==> config.mk <==
export PLATFORM = sky130hd
export DESIGN_NAME = goal_detector
export DESIGN_NICKNAME = d
export VERILOG_FILES = /design/src/rtl/goal_detector.sv
export SDC_FILE = /design/constraint.sdc
export NUM_CORES = 1
export LEC_CHECK = 0
export CAP_MARGIN = 20
export CORE_MARGIN = 5
export CORE_UTILIZATION = 43
export DETAILED_ROUTE_END_ITERATION = 8
export GPL_ROUTABILITY_DRIVEN = 0
export PLACE_DENSITY = 0.85
export SKIP_CTS_REPAIR_TIMING = 1
export SKIP_LAST_GASP = 1
export SLEW_MARGIN = 20
export SYNTH_ARGS = -nofsm -noshare
export SYNTH_HDL_FRONTEND = slang
export SYNTH_SLANG_ARGS = --single-unit
==> constraint.sdc <==
create_clock -name clk -period 2.54 [get_ports clk]
set_input_delay 0.381 -clock clk [delete_from_list [all_inputs] [get_ports clk]]
set_output_delay 0.381 -clock clk [all_outputs]
set_load 0.005 [all_outputs]
==> src/rtl/goal_detector.sv <==
// goal_detector: detects ball entry into either gate mouth and sequences idle/play/hold/game-over.
// Ports: clk/reset (async, active-high); startOfFrame with ballX/ballY frame samples;
// start level; Max_goal_p1/p2 pulses; registered goal_p1/goal_p2/timer_done pulses
// and ball_hold/idle levels.
module goal_detector #(
  parameter int LEFT_LINE   = 40,
  parameter int RIGHT_LINE  = 600,
  parameter int GATE_TOP    = 180,
  parameter int GATE_BOTTOM = 300,
  parameter int HOLD_FRAMES = 120
) (
  input  logic        clk,
  input  logic        reset,
  input  logic        startOfFrame,
  input  logic [10:0] ballX,
  input  logic [10:0] ballY,
  input  logic        start,
  input  logic        Max_goal_p1,
  input  logic        Max_goal_p2,
  output logic        goal_p1,
  output logic        goal_p2,
  output logic        timer_done,
  output logic        ball_hold,
  output logic        idle
);
  typedef enum logic [1:0] {IDLE, PLAY, HOLD, OVER} state_t;
  state_t state, state_n;
  logic [7:0] cnt, cnt_n;
  logic g1_n, g2_n, td_n;
  logic in_y, hit_r, hit_l, max_goal;
  assign in_y     = ballY >= 11'(GATE_TOP) && ballY <= 11'(GATE_BOTTOM);
  assign hit_r    = startOfFrame && ballX >= 11'(RIGHT_LINE) && in_y;
  assign hit_l    = startOfFrame && ballX <= 11'(LEFT_LINE) && in_y;
  assign max_goal = Max_goal_p1 || Max_goal_p2;
  always_comb begin
    state_n = state;
    cnt_n   = cnt;
    g1_n    = 1'b0;
    g2_n    = 1'b0;
    td_n    = 1'b0;
    case (state)
      IDLE: if (start) state_n = PLAY;
      PLAY:
        if (max_goal) state_n = OVER;
        else if (hit_r || hit_l) begin
          state_n = HOLD;
          cnt_n   = 8'd0;
          g1_n    = hit_r;
          g2_n    = !hit_r;
        end
      HOLD:
        // Game over still releases the hold so the counters' goal flags clear.
        if (max_goal) begin
          state_n = OVER;
          td_n    = 1'b1;
          cnt_n   = 8'd0;
        end else if (startOfFrame) begin
          cnt_n = cnt + 8'd1;
          if (cnt_n == 8'(HOLD_FRAMES)) begin
            td_n    = 1'b1;
            cnt_n   = 8'd0;
            state_n = PLAY;
          end
        end
      OVER: if (!start) state_n = IDLE;
    endcase
  end
  always_ff @(posedge clk or posedge reset) begin
    if (reset) begin
      state      <= IDLE;
      cnt        <= 8'd0;
      goal_p1    <= 1'b0;
      goal_p2    <= 1'b0;
      timer_done <= 1'b0;
      ball_hold  <= 1'b1;
      idle       <= 1'b1;
    end else begin
      state      <= state_n;
      cnt        <= cnt_n;
      goal_p1    <= g1_n;
      goal_p2    <= g2_n;
      timer_done <= td_n;
      ball_hold  <= state_n != PLAY;
      idle       <= state_n == IDLE || state_n == OVER;
    end
  end
endmodule

Word-level counts from Yosys, hierarchy flattened:

Index checks and enable logic that the tools add are counted.

* register bits: 15
* input bits: 28
* output and inout port bits: 5
* logic and storage cells: 58

* add/subtract/negate cells: 1
* magnitude comparators: 4
* equality and inequality tests: 9
* multiplexer cells: 24
* reduce and logical (&&, ||, !) cells: 13

Operators by type and width (number)
* two-way mux 8 bit: 5
* case mux 8 bit (2 select lines): 1
* two-way mux 2 bit: 7
* greater-or-equal comparator 11 x 10 -> 1 bit (second input constant): 1
* greater-or-equal comparator 11 x 8 -> 1 bit (second input constant): 1
* less-or-equal comparator 11 x 6 -> 1 bit (second input constant): 1
* less-or-equal comparator 11 x 9 -> 1 bit (second input constant): 1
* two-way mux 1 bit: 10
* adder 8 x 1 -> 8 bit (second input constant): 1
* == test 8 x 7 -> 1 bit (second input constant): 1
* case mux 2 bit (4 select lines): 1
* == test 2 bit (second input constant): 3
* logical AND 1 bit: 5
* logical NOT 2 bit: 2
* != test 2 bit (second input constant): 2
* AND reduction 4 bit: 1
* logical OR 1 bit: 3
* != test 3 bit (second input constant): 1
* == test 2 x 1 -> 1 bit (second input constant): 1
* != test 2 x 1 -> 1 bit (second input constant): 1
* nonzero test 2 bit: 1
* logical NOT 1 bit: 1

Longest topological paths before layout:

Gate-level depths: netlist (run 1).

* word-level depth: 9
* depth in mapped cells: 9
* mapped depth without buffers: 9

Worst setup path after synthesis (run 1):

OpenSTA, ideal clock, no wires.

* path type: register to register
* from: register cnt[0]
* to: register idle
* arrival time: 2024 ps
* data required time: 2457 ps
* path slack: 433 ps
* stages on the path, launching flop included: 9
* cells stage by stage: dfrtp_1 > ha_1 > nand3_2 > or3_4 > a221oi_2 > nand2_2 > a21oi_2 > a21o_1 > ha_1

* cells in the longest elaborated chain, start to end: 8
* elaborated cells on any way between the ends: 9
* classes of those cells: add/sub: 1; eq/ne: 2; mux: 4; reduce/logical: 2

Ends and longest elaborated chain
* start, declared: RTL line 28 `logic [7:0] cnt, cnt_n;`
* start signal, assigned: RTL line 79 `cnt <= cnt_n;`
* adder 8 x 1 -> 8 bit *: RTL line 58 `cnt_n = cnt + 8'd1;`
* == test 8 x 7 -> 1 bit *: RTL line 59 `if (cnt_n == 8'(HOLD_FRAMES)) begin`
* two-way mux 2 bit *: RTL line 59
* two-way mux 2 bit *: RTL line 57 `end else if (startOfFrame) begin`
* two-way mux 2 bit *: RTL line 53 `if (max_goal) begin`
* case mux 2 bit (4 select lines) *: RTL line 41 `case (state)`
* == test 2 bit / logical NOT 2 bit (equally long branches): RTL line 84 `idle <= state_n == IDLE || state_n == OVER;`
* logical OR 1 bit *: RTL line 84
* end signal, assigned: RTL line 76 `idle <= 1'b1;`
* end signal, assigned: RTL line 84
* end, declared: RTL line 24 `output logic idle`

Every way passes the cells marked *; elsewhere a longest branch is shown, timed or not.
A chain may end at the register's enable or synchronous reset.

Worst setup path after layout (run 1):

Ends and elaborated chain as after synthesis.

==> flow_summary.toml, run 1 <==
[place]
dp.final_hpwl_um = 1880
place_inst = 170
port-buffer-count = 32

[critical_path]
crit_type = "reg -> reg"
cp_max_fo = 6
reg2reg_depth = 8
cp.required_ns = 2.77
arrival_ns = 2.48
crit_path_end_kind = "flop"
start_kind = "flop"

[drt]
wire_per_inst_um = 13.4
drcViolationCount = 0
drt_iter0_markers = 13
dr.pass1.iters = 4
antenna_left = 0
drt-total-wl_um = 2340
vias = 955
viasPerCell = 5.49

[sta]
setup_violations = 0
finalSetupTns_ns = 0
slew_violations = 0
finClkSkew_ns = 0.00506
final.min_clock_period_ns = 2.26
finalHoldViolCount = 0
tightest_slew_ns = 0.570
fmax_mhz = 443
min_period_over_period_pct = 88.8
timing.hold.ws_ns = 0.437
rsz0062_at_grt = "false"
relSlewSlack_pct = 61.9

[power_and_ir_drop]
p_per_area_nw_per_um2 = 564
finalPower_uw = 762
max-vdd-ir-drop_mv = 0.484
p_leak_nw = 0.528

[cells_and_area]
n_fill_cell = 190
fin_nets = 177
drive_gt1_share_pct = 13.7
layout.cells.non_filler = 174
regArea_um2 = 378
diodes = 0
multi_input_area_um2 = 562
area_growth_syn_to_layout_pct = 40.0

[clock_network]
cts.sinks = 15
cts_buffer_depth = 2
h-tree-depth = 1
cts-root-buf = "clkbuf_4"
cts.reportedPaths.clkPinSlew_ns = 0.09
cts_tree = "built"
cts_buffers = 3
clock_latency_ns = 0.29

[min_path]
hold_class = "in -> async"

[synthesis]
ys_ff_latch = 15
yosysSeqAreaShare_pct = 39.1
yosys_warnings = 0
synth.net_count = 140
syn_area_um2 = 966
synth_area_per_cell_um2 = 8.78
synthFlopType = "dfrtp_1"
synth_edf_count = 0
yosysUniqueCellTypes = 40
syn_inst = 110
synthArstFlopShare_pct = 100

[job]
cap_violations = 0

[floorplanning]
core_area_um2 = 2170
fp.dieW_um = 57.4
die_h_um = 57.4
start_util_pct = 44.5
rows = 17
io-pin-count = 33
dieArea_um2 = 3290

[global_route]
grt_pass1_wl_um = 4150
antenna_found_initial = 0
grt_max_degree = 16
gr-total-overflow = 0
grt_pass1_vias = 1005
track_usage_pct = 15.6

[outcome]
run_status = "complete, no violations"
## area by class of cell
type	instances	area share [%]
Timing Repair Buffer	33	24.2
Clock inverter	1	0.370
Clock buffer	3	1.67
Tap cell	28	2.59
Sequential cell	15	27.9
Inverter	6	1.67
Multi-Input combinational cell	88	41.5
## worst max-delay path: stages, from the launching register on
cell	delay, ns
dfrtp_1	0.44
ha_1	0.27
nand3_2	0.13
or3_4	0.39
a221oi_2	0.33
nand2_2	0.11
nor3_2	0.15
or3_1	0.14
ha_1	0.23
## routing by layer
layer  track usage [%]  vias up  share of wire, %
met1              19.6      444                43
met4              7.28        0               1.5
met5                 0        -                 0
met3              2.04        5               5.4
met2              26.3       33                50
li1                  -      473                 -
## kinds of logic (layout without fill, tap and decap cells)
| family | after synthesis | in the layout | share of synthesized area (%) |
|---|---|---|---|
| fa+ha+maj | 2 | 2 | 2.59 |
| simple gates | 54 | 54 | 31.3 |
| compound gates | 32 | 32 | 24.2 |
| flops | 15 | 15 | 39.1 |
| buf+inv | 7 | 43 | 2.72 |
## cell usage after synthesis (2+ instances only)
master	number	area (µm²)
or2_2	2	12.5
dfstp_2	2	52.6
ha_1	2	25.0
o21ai_0	10	50.1
inv_1	6	22.5
nor3_1	3	15.0
or3_1	2	12.5
nand4b_1	2	17.5
a21oi_1	6	30.0
nor4_1	2	12.5
nor2_1	7	26.3
nor2b_1	2	12.5
o22ai_1	2	12.5
nand2_1	16	60.1
a21o_1	2	15.0
nand3_1	3	15.0
o21ai_1	3	15.0
dfrtp_1	13	325
nand3b_1	2	15.0
nand2b_1	3	18.8
## report_power, final
part | internal, mW | total [mW] | switching [mW]
Combinational | 0.154 | 0.295 | 0.141
Sequential | 0.291 | 0.326 | 0.0347
Clock | 0.0587 | 0.141 | 0.0824
Total | 0.504 | 0.762 | 0.258
## per-stage QoR
step	instance area, µm²	worst slack, ns	utilization [%]
floorplan	966	0.433	-
global placement	1330	0.121	61.1
detailed placement	1330	0.0418	61.1
CTS	1350	0.287	62.3
global route	1350	0.171	62.3
finish	1350	0.284	62.3
## final timing paths
check                              startpoint                  to  slack (ns)
setup / recovery           cnt[0]$_DFFE_PP0P_      idle$_DFF_PP1_        0.28
hold / removal                          reset  cnt[6]$_DFFE_PP0P_        0.44
setup reg to reg           cnt[0]$_DFFE_PP0P_      idle$_DFF_PP1_        0.28
hold reg to reg            cnt[7]$_DFFE_PP0P_  cnt[7]$_DFFE_PP0P_        0.54
max in group asynchronous               reset  cnt[7]$_DFFE_PP0P_        1.73
min in group clk           cnt[7]$_DFFE_PP0P_  cnt[7]$_DFFE_PP0P_        0.54
## placed cells by master, fill, tap and decap left out, types with 3 or more instances in the layout
cell type / synthesis / layout
clkdlybuf4s50_1: 0 / 32
nand2_1: 16 / 16
dfrtp_1: 13 / 13
o21ai_0: 10 / 10
nor2_1: 7 / 7
inv_1: 6 / 6
a21oi_1: 6 / 6
nand3_1: 3 / 3
nand2b_1: 3 / 3
o21ai_1: 3 / 3
nor3_1: 3 / 3
clkbuf_4: 0 / 3
## sequential cells by signal, indices dropped and copies added, names as in the netlist
| name | flops |
|---|---|
| idle | 1 |
| cnt | 8 |
| goal_p1 | 1 |
| goal_p2 | 1 |
| state | 2 |
| timer_done | 1 |
| ball_hold | 1 |
No activity file was read; power rests on OpenSTA's default activity.
==> run 2, diff against run 1 <==
--- a/config.mk
+++ b/config.mk
@@ -10,6 +10,7 @@
 export CORE_UTILIZATION = 43
 export DETAILED_ROUTE_END_ITERATION = 8
 export GPL_ROUTABILITY_DRIVEN = 0
+export HOLD_SLACK_MARGIN = 0.12
 export PLACE_DENSITY = 0.85
 export SKIP_CTS_REPAIR_TIMING = 1
 export SKIP_LAST_GASP = 1
==> results of run 2 <==
Same layout as run 1: the final DEF is identical, and so are final timing and power.
